File: src/rtl/round_robin_arbiter_if.sv
// Request/grant bundle between requester kernels and the round-robin arbiter.
interface round_robin_arbiter_if #(
    parameter int N = 4
);
    localparam int IW = (N > 1) ? $clog2(N) : 1;

    logic [N-1:0]  req;
    logic [N-1:0]  grant;
    logic          grant_valid;
    logic [IW-1:0] grant_id;
    logic          preempt;
    logic          busy;

    // Requester side drives requests and observes the grant.
    modport master (
        output req,
        input  grant, grant_valid, grant_id, preempt, busy
    );

    // Arbiter side observes requests and drives the grant.
    modport slave (
        input  req,
        output grant, grant_valid, grant_id, preempt, busy
    );
endinterface

File: src/rtl/round_robin_arbiter.sv
// Round-robin arbiter for one shared downstream resource.
// Registered one-hot grant, bounded hold time, back-to-back handover
// with no dead cycle, and a preempt pulse when a grant is cut by expiry.
//
// state   | meaning
// --------+--------------------------------------------------
// IDLE    | no grant outstanding, searching from ptr
// GRANTED | grant_id owns the resource, hold counter running
module round_robin_arbiter #(
    parameter int N        = 4,
    parameter int MAX_HOLD = 8
) (
    input logic [1:0]             clock_reset,
    round_robin_arbiter_if.slave  bus
);
    localparam int              IW       = (N > 1) ? $clog2(N) : 1;
    localparam logic [7:0]      HOLD_LIM = 8'(MAX_HOLD);
    localparam logic [IW:0]     N_W      = (IW+1)'(N);
    localparam logic [IW-1:0]   LAST     = IW'(N - 1);

    typedef enum logic {IDLE, GRANTED} state_t;

    logic clk;
    logic rst;
    assign clk = clock_reset[0];
    assign rst = clock_reset[1];

    state_t        state_q, state_d;
    logic [IW-1:0] ptr_q, ptr_d;
    logic [IW-1:0] gid_q, gid_d;
    logic [7:0]    hold_q, hold_d;
    logic [N-1:0]  grant_q, grant_d;
    logic          pre_q, pre_d;

    logic          cur_req;
    logic          at_limit;
    logic          end_of_grant;
    logic [IW-1:0] next_ptr;
    logic [IW-1:0] start;
    logic [IW-1:0] cand;
    logic [N-1:0]  cand_onehot;
    logic          found;

    assign cur_req      = bus.req[gid_q];
    assign at_limit     = (hold_q == HOLD_LIM);
    assign end_of_grant = (state_q == GRANTED) && (!cur_req || at_limit);
    assign next_ptr     = (gid_q == LAST) ? '0 : gid_q + IW'(1);
    // On end-of-grant the search restarts just past the outgoing owner in the same cycle.
    assign start        = end_of_grant ? next_ptr : ptr_q;

    // Rotating priority search: first active request at or after start, wrapping mod N.
    always_comb begin
        logic [IW:0] sum;
        found       = 1'b0;
        cand        = '0;
        cand_onehot = '0;
        sum         = '0;
        for (int k = 0; k < N; k++) begin
            sum = {1'b0, start} + (IW+1)'(k);
            if (sum >= N_W) sum = sum - N_W;
            if (!found && bus.req[sum[IW-1:0]]) begin
                found = 1'b1;
                cand  = sum[IW-1:0];
            end
        end
        cand_onehot[cand] = found;
    end

    // Next-state and next-grant decision.
    always_comb begin
        state_d = state_q;
        ptr_d   = ptr_q;
        gid_d   = gid_q;
        hold_d  = hold_q;
        grant_d = grant_q;
        pre_d   = 1'b0;
        case (state_q)
            IDLE: begin
                if (found) begin
                    state_d = GRANTED;
                    gid_d   = cand;
                    hold_d  = 8'd1;
                    grant_d = cand_onehot;
                end
            end
            GRANTED: begin
                if (!end_of_grant) begin
                    hold_d = hold_q + 8'd1;
                end else begin
                    ptr_d = next_ptr;
                    // A release in the expiry cycle is a normal release, not a preemption.
                    pre_d = cur_req && at_limit;
                    if (found) begin
                        gid_d   = cand;
                        hold_d  = 8'd1;
                        grant_d = cand_onehot;
                    end else begin
                        state_d = IDLE;
                        gid_d   = '0;
                        hold_d  = 8'd0;
                        grant_d = '0;
                    end
                end
            end
            default: state_d = IDLE;
        endcase
    end

    // State register with synchronous reset.
    always_ff @(posedge clk) begin
        if (rst) begin
            state_q <= IDLE;
            ptr_q   <= '0;
            gid_q   <= '0;
            hold_q  <= 8'd0;
            grant_q <= '0;
            pre_q   <= 1'b0;
        end else begin
            state_q <= state_d;
            ptr_q   <= ptr_d;
            gid_q   <= gid_d;
            hold_q  <= hold_d;
            grant_q <= grant_d;
            pre_q   <= pre_d;
        end
    end

    assign bus.grant       = grant_q;
    assign bus.grant_valid = (state_q == GRANTED);
    assign bus.grant_id    = gid_q;
    assign bus.preempt     = pre_q;
    assign bus.busy        = |bus.req;
endmodule

File: src/flat_wrapper.sv
// flat-port wrapper written by rule: the top's interface ports become plain ports
module round_robin_arbiter_flat 
#(
    parameter int N        = 4,
    parameter int MAX_HOLD = 8
)
  (clock_reset, bus_req, bus_grant, bus_grant_valid, bus_grant_id, bus_preempt, bus_busy);
  round_robin_arbiter_if #(.N(N)) bus_i ();
  input logic [1:0] clock_reset;
  input wire logic [$bits(bus_i.req)-1:0] bus_req;
  output wire logic [$bits(bus_i.grant)-1:0] bus_grant;
  output wire logic [$bits(bus_i.grant_valid)-1:0] bus_grant_valid;
  output wire logic [$bits(bus_i.grant_id)-1:0] bus_grant_id;
  output wire logic [$bits(bus_i.preempt)-1:0] bus_preempt;
  output wire logic [$bits(bus_i.busy)-1:0] bus_busy;
  assign bus_i.req = bus_req;
  assign bus_grant = bus_i.grant;
  assign bus_grant_valid = bus_i.grant_valid;
  assign bus_grant_id = bus_i.grant_id;
  assign bus_preempt = bus_i.preempt;
  assign bus_busy = bus_i.busy;
  round_robin_arbiter #(.N(N), .MAX_HOLD(MAX_HOLD)) u_core (.clock_reset(clock_reset), .bus(bus_i));
endmodule
File: config.mk
export PLATFORM = sky130hd
export DESIGN_NAME = round_robin_arbiter_flat
export DESIGN_NICKNAME = d
export VERILOG_FILES = /design/src/rtl/round_robin_arbiter_if.sv /design/src/rtl/round_robin_arbiter.sv /design/src/flat_wrapper.sv
export SDC_FILE = /design/constraint.sdc
export NUM_CORES = 1
export LEC_CHECK = 0
export BUFFER_PORTS_ARGS = -buffer_cell sky130_fd_sc_hd__buf_4
export CAP_MARGIN = 20
export CORE_MARGIN = 2
export CORE_UTILIZATION = 43
export CTS_BUF_LIST = sky130_fd_sc_hd__clkbuf_8 sky130_fd_sc_hd__clkbuf_16
export CTS_CLUSTER_DIAMETER = 40
export DETAILED_ROUTE_END_ITERATION = 12
export PLACE_DENSITY_LB_ADDON = 0.05
export SKIP_CTS_REPAIR_TIMING = 1
export SLEW_MARGIN = 20
export SYNTH_ARGS = -nofsm -noshare
export SYNTH_HDL_FRONTEND = slang
export SYNTH_SLANG_ARGS = --single-unit
File: constraint.sdc
create_clock -name clock_reset -period 3 [get_ports clock_reset]
set_clock_uncertainty 0.2 [all_clocks]
set_input_delay 0.6 -clock clock_reset [delete_from_list [all_inputs] [get_ports clock_reset]]
set_output_delay 0.6 -clock clock_reset [all_outputs]
set_load 0.01 [all_outputs]
Word level (Yosys, flattened, before mapping)
Index checks and enable logic that the tools add are counted.

word-level totals
  flip-flop bits (word level) = 18
  bits of input ports = 6
  output and inout bits = 9
  logic and storage cells = 88

operators by class
  $add $sub $neg = 9
  $lt $le $gt $ge = 11
  equal/unequal tests = 4
  multiplexer cells = 41
  bitwise gates (word level) = 3
  reductions and logical operators = 14

operators with widths
  kind                   count
  $mux W2                13
  $lt A2 B3 Y1 const B   6
  $mux W8                2
  $pmux W8 S2            1
  $mux W1                13
  $mux W4                3
  $bmux W1 S2            5
  $ge A3 B3 Y1 const B   3
  $add A8 B1 Y8 const B  1
  $eq A8 B4 Y1 const B   1
  $pmux W4 S2            1
  $sub A2 B1 Y2 const B  4
  $add A2 B2 Y3 const B  2
  $logic_and A1 B1 Y1    6
  $and A4 B4 Y4          1
  $logic_not A1 Y1       4
  $pmux W2 S2            1
  $reduce_or A4 Y1       1
  $add A2 B1 Y3 const B  1
  $ge A2 B3 Y1 const B   1
  $reduce_or A3 Y1       1
  $add A2 B1 Y2 const B  1
  $demux W1 S2           1
  $eq A2 B2 Y1 const B   1
  7 further kinds        8

Logic depth before layout (Yosys ltp)
Gate-level depths: netlist (run 1).

  depth after elaboration = 28
  gate-level depth with buffers = 9
  gate-level depth less buffers = 8

Worst setup path before layout (run 1)
OpenSTA, ideal clock, no wires.

  path kind = input to register
  start = input port bus_req[3]
  end = register u_core.grant_q[0] (netlist: u_core.bus.grant[0])
  setup time = 0.117 ns
  data arrival time = 2.304 ns
  required time = 2.683 ns
  path slack = 0.378 ns
  stages = 6
  buffers on the path = 0
  cell sequence = mux4_2 -> o21ai_4 -> nand2_1 -> a31oi_1 -> or4b_4 -> a32o_1

on the way
  longest elaborated chain between the ends = 28
  elaborated cells between the ends (all ways) = 56
  those cells by class = 7 x add/sub; 6 x order compare; 2 x eq/ne; 29 x mux; 1 x bitwise; 11 x reduce/logical

ends and longest elaborated chain
  what                                                                    RTL line                    RTL
  start, declared                                                         flat_wrapper.sv:10          input wire logic [$bits(bus_i.req)-1:0] bus_req;
  parallel branches: the longest is 28 deep, another holds $add A2 B1 Y3  -
  end signal, assigned                                                    round_robin_arbiter.sv:123  grant_q <= grant_d;
  end, declared                                                           round_robin_arbiter.sv:32   logic [N-1:0] grant_q, grant_d;

Parallel ways; which one is timed is not known. The select of a mux whose other input is x is not followed.
A chain may end at the register's enable or synchronous reset.

==> flow_summary.toml, run 1 <==
[placed_design]
pre_cts_ws_ns = 0.0993
routabilityCongestion = 0.910
hpwlAfterDp_mm = 1.71
dpl_cell_area_um2 = 1110
io_buffers = 13
dp_cells = 158

[worst_hold_path]
hold_depth = 4
hold_start = "clock_reset[1]"
hold_end = "u_core.ptr_q[0]"
hp-class = "clk2reg"

[critical_path]
crit_start = "clock_reset[1]"
worstSetupEndpointType = "flop"
crit_slowest_cell = "clkbuf_8"
cp_cell_sequence = "clkbuf_8, clkbuf_8, clkbuf_8, nor2_1, clkbuf_8, clkbuf_8, nand2_1, clkbuf_8, clkbuf_8, nor3_2, a22o_1"
max_stage_delay_ns = 0.16
worstPathMaxFanout = 4
cp_data_required_time_ns = 3.00
reg2reg_to = "u_core.bus.grant[0]"
crit_arrival_ns = 2.93
rrSetupSlack_ns = 0.16
cpMostUsedCell = "clkbuf_8"
start_kind = "clock port"
crit_type = "clk2reg"
worstRegToRegCells = 8
timing.rr.start = "u_core.hold_q[1]"

[pwr]
switchingPower_uw = 666
peakVddDrop_mv = 0.658
p_sw_share_pct = 36.1
p_per_area_nw_per_um2 = 1270
power_leakage_uw = 0.000636
pwr-share-comb_pct = 21.0
clockPowerShare_pct = 59.2
seqPwrFrac_pct = 19.8
p_int_uw = 1180

[drt]
highest_layer = "met4"
drc = 0
wl_met1_mm = 1.21
dr_wl_met2_mm = 1.36
drtPass1Iterations = 5
vias = 1117
wl_mm = 2.98
dr_wl_met3_um = 321
drt_iter0_markers = 39
antenna_left = 0
avgRoutedWirePerCell_um = 15.9
via_per_inst = 5.97

[floorplanning]
die_y_um = 51.8
io_pins = 15
rows = 17
die_x_um = 51.8
initial_core_util_pct = 44.8
coreArea_um2 = 2190
dieArea_um2 = 2680

[timing]
whs_ns = -0.0330
worst_slew_pin_slew_ns = 0.591
fin_ws_ns = 0.0766
setup_violations = 0
rsz0062_at_grt = "false"
relSlewSlack_pct = 60.2
maxSlewViolCount = 0
hold_viol = 8

[yosys]
synth_cells = 118
synthesis.nets = 127
synth_edf_count = 0
synthTopCellsByArea = "dfxtp_1 (37%), a21oi_1 (5.6%), o21ai_0 (5.1%)"
synth_area_um2 = 981
synth_seq_cells = 18
synth_top_area_share_pct = 36.7
yosysMostFrequentCell = "dfxtp_1"
synth_top_area_cell = "dfxtp_1"
ys.flop_type = "dfxtp_1"
ys_top_cells_by_count = "dfxtp_1 (18), a21oi_1 (11), nor2_1 (11)"
avgSynthCellArea_um2 = 8.31
yosys_warnings = 0
async_flop_share_pct = 0
ys_types = 35
yosysSeqAreaShare_pct = 36.7

[grt]
grt_max_degree = 12
grt_pass1_wl_mm = 4.86
grt_overflow = 0
grt_use_total_pct = 27.9
antenna_found_initial = 0
grt_pass1_vias = 1281

[layout]
drive_above_1_share_pct = 29.6
fin_nets = 165
final_cells = 187
antenna-diode-count = 0
regArea_um2 = 360
multiInputGateArea_um2 = 581
area_growth_pct = 48.7
fillers = 167
stdcell_area_um2 = 1460

[clock_tree]
cts_tree = "yes"
clk_pin_slew_ns = 0.07
clkLatencyLatePin_ns = 0.25

[job]
drv_cap = 0

[status]
status = "finished with violations"
violations = "negative hold slack"
## kinds of logic (layout without fill, tap and decap cells)
family,count (synthesis),in the layout,share of synthesized area (%)
adder cells (fa/ha/maj),3,3,3.83
AO/OA/AOI/OAI,38,38,25.4
AND/OR/NAND/NOR,47,47,27.2
flip-flops,18,18,36.7
buffers and inverters,11,52,4.59
multiplexers,1,1,2.30
## power groups by stage
stage                     Clock, uW  Combinational (uW)  Sequential [uW]
final                          1090                 387              365
after global routing           1160                 426              375
after global placement          101                 375              368
after CTS                      1120                 383              364
after floorplan                 133                 258              357
after detailed placement        101                 377              367
## how the worst max path moves through the flow
stage | end | slack, ns | depth (start not counted)
floorplan | u_core.bus.grant[0] | 0.38 | 6
global placement | u_core.bus.grant[0] | 0.14 | 7
detailed placement | u_core.bus.grant[0] | 0.1 | 7
CTS | u_core.bus.grant[2] | -0.02 | 11
global route | u_core.bus.grant[2] | 0.02 | 11
finish | u_core.bus.grant[2] | 0.08 | 11
## metrics by stage
step / TNS (ns) / util [%] / power [uW]
global route: 0 / 66.6 / 1960
CTS: -0.0177 / 66.4 / 1860
floorplan: 0 / - / 749
finish: 0 / 66.6 / 1850
detailed placement: 0 / 50.8 / 845
global placement: 0 / 50.8 / 843
## worst max-delay path, delay by kind of cell
kind	cells	cell delay, ns
AND/OR/NAND/NOR	3	0.36
buffers and inverters	7	0.94
AO/OA/AOI/OAI	1	0.13
## registers in the layout, summed over array words and instances (netlist names)
signal and cells:
u_core.ptr_q 2, u_core.bus.grant 4, u_core.bus.grant_id 2, u_core.hold_q 8, u_core.bus.preempt 1, u_core.bus.grant_valid 1
## placed cells by master (no fill, tap or decap), drive strengths merged
cell type / count
nor2b: 1
nor4: 3
a21oi: 11
nand4: 2
o21ai: 12
and3: 5
nand2b: 1
nor3b: 1
o211a: 1
dfxtp: 18
o21a: 1
mux4: 1
nand2: 8
a22o: 1
clkinvlp: 1
and2: 1
buf: 15
ha: 3
a211oi: 1
inv: 13
or3: 1
o31ai: 1
nor3: 2
a22oi: 1
nand3b: 5
a32o: 2
clkbuf: 23
nor2: 11
or4b: 2
nand3: 3
or3b: 1
o211ai: 4
a31oi: 3
## routing by layer
layer | GRT usage, % | vias to the layer above
met3 | 27.6 | 16
met4 | 36.8 | 0
met2 | 30.8 | 68
met5 | 4.76 | -
met1 | 23.8 | 519
li1 | - | 514
## final cells by class
type / count / area share [%]
Multi-Input combinational cell: 89 / 39.8
Sequential cell: 18 / 24.7
Clock buffer: 23 / 21.7
Timing Repair Buffer: 15 / 7.72
Tap cell: 28 / 2.40
Clock inverter: 7 / 1.89
Inverter: 7 / 1.80
(Power assumes the default switching activity.)
==> run 2: changes to the inputs <==
ABC_AREA = 0   (was not set)
CTS_CLUSTER_SIZE = 14   (was not set)
clock period = 3.7 ns   (was 3 ns; I/O delays follow)
==> flow_summary.toml, run 2 (synthesis results as in run 1) <==
[status]
status = "finished with violations"
violations = "negative hold slack"

[drt]
vias = 1090
drt_iter0_markers = 33
drtPass1Iterations = 4
antenna_left = 0
drc = 0
via_per_inst = 5.86
wl_mm = 2.85
avgRoutedWirePerCell_um = 15.3

[critical_path]
cp_top_family = "buffers and inverters"
worstSetupEndpointType = "flop"
start_kind = "clock port"
crit_slowest_cell = "nor3_1"
critPathBufInv = 7
crit_arrival_ns = 3.36
crit_type = "clk2reg"
cp_data_required_time_ns = 3.70
cpMostUsedCell = "clkbuf_8"
worstPathMaxFanout = 4
max_stage_delay_ns = 0.21
cp_cell_sequence = "clkbuf_8, clkbuf_8, clkbuf_8, nor2_1, clkbuf_8, clkbuf_8, nand2_1, clkbuf_8, clkbuf_8, nor3_1, a22o_1"

[timing]
setup_violations = 0
maxSlewViolCount = 0
worst_slew_pin_slew_ns = 0.715
finalSetupTns_ns = 0
whs_ns = -0.0340
fin_ws_ns = 0.343
hold_viol = 11
relSlewSlack_pct = 51.9
rsz0062_at_grt = "false"

[placed_design]
hpwlAfterDp_mm = 1.67
pre_cts_ws_ns = 0.659
io_buffers = 13
routabilityCongestion = 0.882

[floorplanning]
rows = 17
initial_core_util_pct = 44.8
die_x_um = 51.8
die_y_um = 51.8
coreArea_um2 = 2190
io_pins = 15
dieArea_um2 = 2680

[grt]
grt_max_degree = 12
grt_pass1_wl_mm = 4.64
grt_overflow = 0
antenna_found_initial = 0
grt_use_total_pct = 26.3
grt_pass1_vias = 1230

[layout]
largest_register = "u_core.hold_q"
area_growth_pct = 47.4
layout_common_cells = "clkbuf_8 (23), dfxtp_1 (18), buf_4 (14), inv_1 (13)"
fillers = 168
layout_commonest_cell = "clkbuf_8"
drive_above_1_share_pct = 28.5
antenna-diode-count = 0
largest_register_ffs = 8
fin_nets = 164

[pwr]
p_per_area_nw_per_um2 = 1030
peakVddDrop_mv = 0.589
power_leakage_uw = 0.000630

[clock_tree]
clkLatencyLatePin_ns = 0.25
cts_tree = "yes"
clk_pin_slew_ns = 0.07

[worst_hold_path]
hp-class = "clk2reg"

[job]
drv_cap = 0
## run 2: changes by cell type in the layout (fill, tap and decap cells not counted), sizes merged
cell  change
buf       -1
## run 2: final timing paths
kind / endpoint / slack, ns / cells after the start / startpoint
min: u_core.ptr_q[0] / -0.03 / 4 / clock_reset[1]
max reg2reg: u_core.bus.grant[0] / 0.83 / 8 / u_core.hold_q[0]
max: u_core.bus.grant[2] / 0.34 / 11 / clock_reset[1]
min reg2reg: u_core.bus.grant[3] / 0.27 / 2 / u_core.bus.grant[3]
## run 2: layout make-up
type / instances / area, um^2 / share of cell area (%)
Multi-Input combinational cell: 89 / 576 / 39.8
Clock inverter: 7 / 27.5 / 1.90
Tap cell: 28 / 35.0 / 2.42
Timing Repair Buffer: 14 / 105 / 7.27
Sequential cell: 18 / 360 / 24.9
Inverter: 7 / 26.3 / 1.82
Clock buffer: 23 / 317 / 21.9
## run 2: metal layers
| metal | GRT usage (%) | vias up | share of wire, % |
|---|---|---|---|
| met3 | 23.3 | 15 | 8.6 |
| met5 | 0 | - | 0 |
| met4 | 36.4 | 0 | 4.0 |
| li1 | - | 514 | - |
| met1 | 24.1 | 495 | 43 |
| met2 | 28.6 | 66 | 44 |
## run 2: power by group
| group | internal [uW] | leakage, uW | total [uW] | switching (uW) |
|---|---|---|---|---|
| clock network | 580 | 0.000249 | 887 | 307 |
| registers | 242 | 0.000147 | 295 | 53.4 |
| logic | 130 | 0.000234 | 308 | 178 |
## run 2: per-stage QoR
stage / total power [uW] / cells / util [%] / hold WS (ns) / instance area (um^2)
after global placement: 676 / 157 / 50.5 / -0.131 / 1110
after floorplan: 607 / 118 / - / -0.131 / 981
after detailed placement: 681 / 157 / 50.5 / -0.131 / 1110
final: 1490 / 186 / 66.0 / -0.0340 / 1450
after global routing: 1590 / 186 / 66.0 / -0.0195 / 1450
after CTS: 1510 / 186 / 66.0 / -0.0299 / 1450
## run 2: tightest hold or removal path, delay by kind of cell
| family | cells | cell delay, ns |
|---|---|---|
| compound gates | 1 | 0.03 |
| buf+inv | 3 | 0.35 |
==> run 3: changes to the inputs <==
CORE_MARGIN = not set   (was 2)
==> flow_summary.toml, run 3 (synthesis results as in run 1) <==
[critical_path]
crit_slowest_cell = "nor3_1"
cpMostUsedCell = "clkbuf_8"
start_kind = "clock port"
cp_top_family = "buffers and inverters"
worstPathMaxFanout = 4
crit_arrival_ns = 3.25
critPathBufInv = 7
crit_type = "clk2reg"
cp_cell_sequence = "clkbuf_8, clkbuf_8, clkbuf_8, nor2_1, clkbuf_8, clkbuf_8, nand2_1, clkbuf_8, clkbuf_8, nor3_1, a22o_1"
worstSetupEndpointType = "flop"
cp_data_required_time_ns = 3.71
max_stage_delay_ns = 0.17

[pwr]
peakVddDrop_mv = 0.705
p_sw_share_pct = 35.7
p_int_uw = 975
p_per_area_nw_per_um2 = 1040
clockPowerShare_pct = 60.2
seqPwrFrac_pct = 19.2
switchingPower_uw = 540
power_uw = 1520
power_leakage_uw = 0.000638
pwr-share-comb_pct = 20.5

[placed_design]
dpl_cell_area_um2 = 1100
routabilityCongestion = 0.907
io_buffers = 13
hpwlAfterDp_mm = 1.62

[drt]
avgRoutedWirePerCell_um = 15.2
drt_iter0_markers = 41
wl_mm = 2.82
vias = 1091
via_per_inst = 5.87
antenna_left = 0
drtPass1Iterations = 4
drc = 0

[timing]
worst_slew_pin_slew_ns = 0.598
hold_viol = 12
whs_ns = -0.0308
setup_violations = 0
rsz0062_at_grt = "false"
relSlewSlack_pct = 59.8
finalSetupTns_ns = 0
maxSlewViolCount = 0

[floorplanning]
io_pins = 15
die_x_um = 49.8
initial_core_util_pct = 47.6
rows = 16
coreArea_um2 = 2060
dieArea_um2 = 2480
die_y_um = 49.8

[status]
violations = "negative hold slack"
status = "finished with violations"

[grt]
grt_max_degree = 13
grt_use_total_pct = 28.7
antenna_found_initial = 0
grt_pass1_wl_mm = 4.71
grt_pass1_vias = 1293
grt_overflow = 0

[layout]
area_growth_pct = 48.7
fillers = 151
layout_commonest_cell = "clkbuf_8"
largest_register_ffs = 8
layout_common_cells = "clkbuf_8 (24), dfxtp_1 (18), buf_4 (14), inv_1 (13)"
fin_util_pct = 70.8
fin_nets = 164
largest_register = "u_core.hold_q"
stdcell_area_um2 = 1460
antenna-diode-count = 0
drive_above_1_share_pct = 28.9

[clock_tree]
cts_tree = "yes"
clkLatencyLatePin_ns = 0.26
clk_pin_slew_ns = 0.07

[job]
drv_cap = 0

[worst_hold_path]
hp-class = "clk2reg"
-- run 3: worst paths after layout --
kind | from | endpoint | slack, ns | depth (start not counted)
max | clock_reset[1] | u_core.bus.grant[2] | 0.46 | 11
max reg2reg | u_core.hold_q[0] | u_core.bus.grant[0] | 0.83 | 8
min reg2reg | u_core.bus.grant[3] | u_core.bus.grant[3] | 0.26 | 2
min | clock_reset[1] | u_core.hold_q[6] | -0.03 | 4
-- run 3: stage by stage --
| step | hold WS (ns) | cells | setup slack (ns) |
|---|---|---|---|
| final | -0.0308 | 186 | 0.456 |
| after global routing | -0.0262 | 186 | 0.371 |
| after CTS | -0.0297 | 186 | 0.421 |
| after detailed placement | -0.131 | 156 | 0.628 |
| after global placement | -0.131 | 156 | 0.658 |
| after floorplan | -0.131 | 118 | 0.938 |
-- run 3: worst reg2reg max path: stages, from the launching register on --
cell	delay (ns)
dfxtp_1	0.34
inv_1	0.07
ha_1	0.15
or4b_4	0.51
o21ai_4	0.22
nand2_1	0.10
a31oi_1	0.40
or4b_4	0.55
a32o_1	0.24
-- run 3: power groups by stage --
stage | registers (uW) | clock network, uW | logic (uW)
6_report | 292 | 913 | 311
3_5_place_dp | 296 | 81.6 | 303
3_3_place_gp | 297 | 81.6 | 296
5_1_grt | 300 | 973 | 340
4_1_cts | 291 | 939 | 309
2_1_floorplan | 290 | 108 | 209
-- run 3: per-layer routing --
metal | vias up | wire, um | part of all wire (%) | global-route usage [%]
li1 | 514 | - | - | -
met1 | 494 | 1190 | 42 | 22.8
met2 | 61 | 1180 | 42 | 29.1
met3 | 22 | 319 | 11 | 31.2
met4 | 0 | 139 | 4.9 | 43.8
met5 | - | 0 | 0 | 4.76
-- run 3: final cells by class --
| cell class | count | area (um^2) | share of cell area [%] |
|---|---|---|---|
| Multi-Input combinational cell | 89 | 576 | 39.5 |
| Sequential cell | 18 | 360 | 24.7 |
| Clock buffer | 24 | 330 | 22.6 |
| Timing Repair Buffer | 14 | 105 | 7.20 |
| Tap cell | 27 | 33.8 | 2.32 |
| Clock inverter | 7 | 27.5 | 1.89 |
| Inverter | 7 | 26.3 | 1.80 |
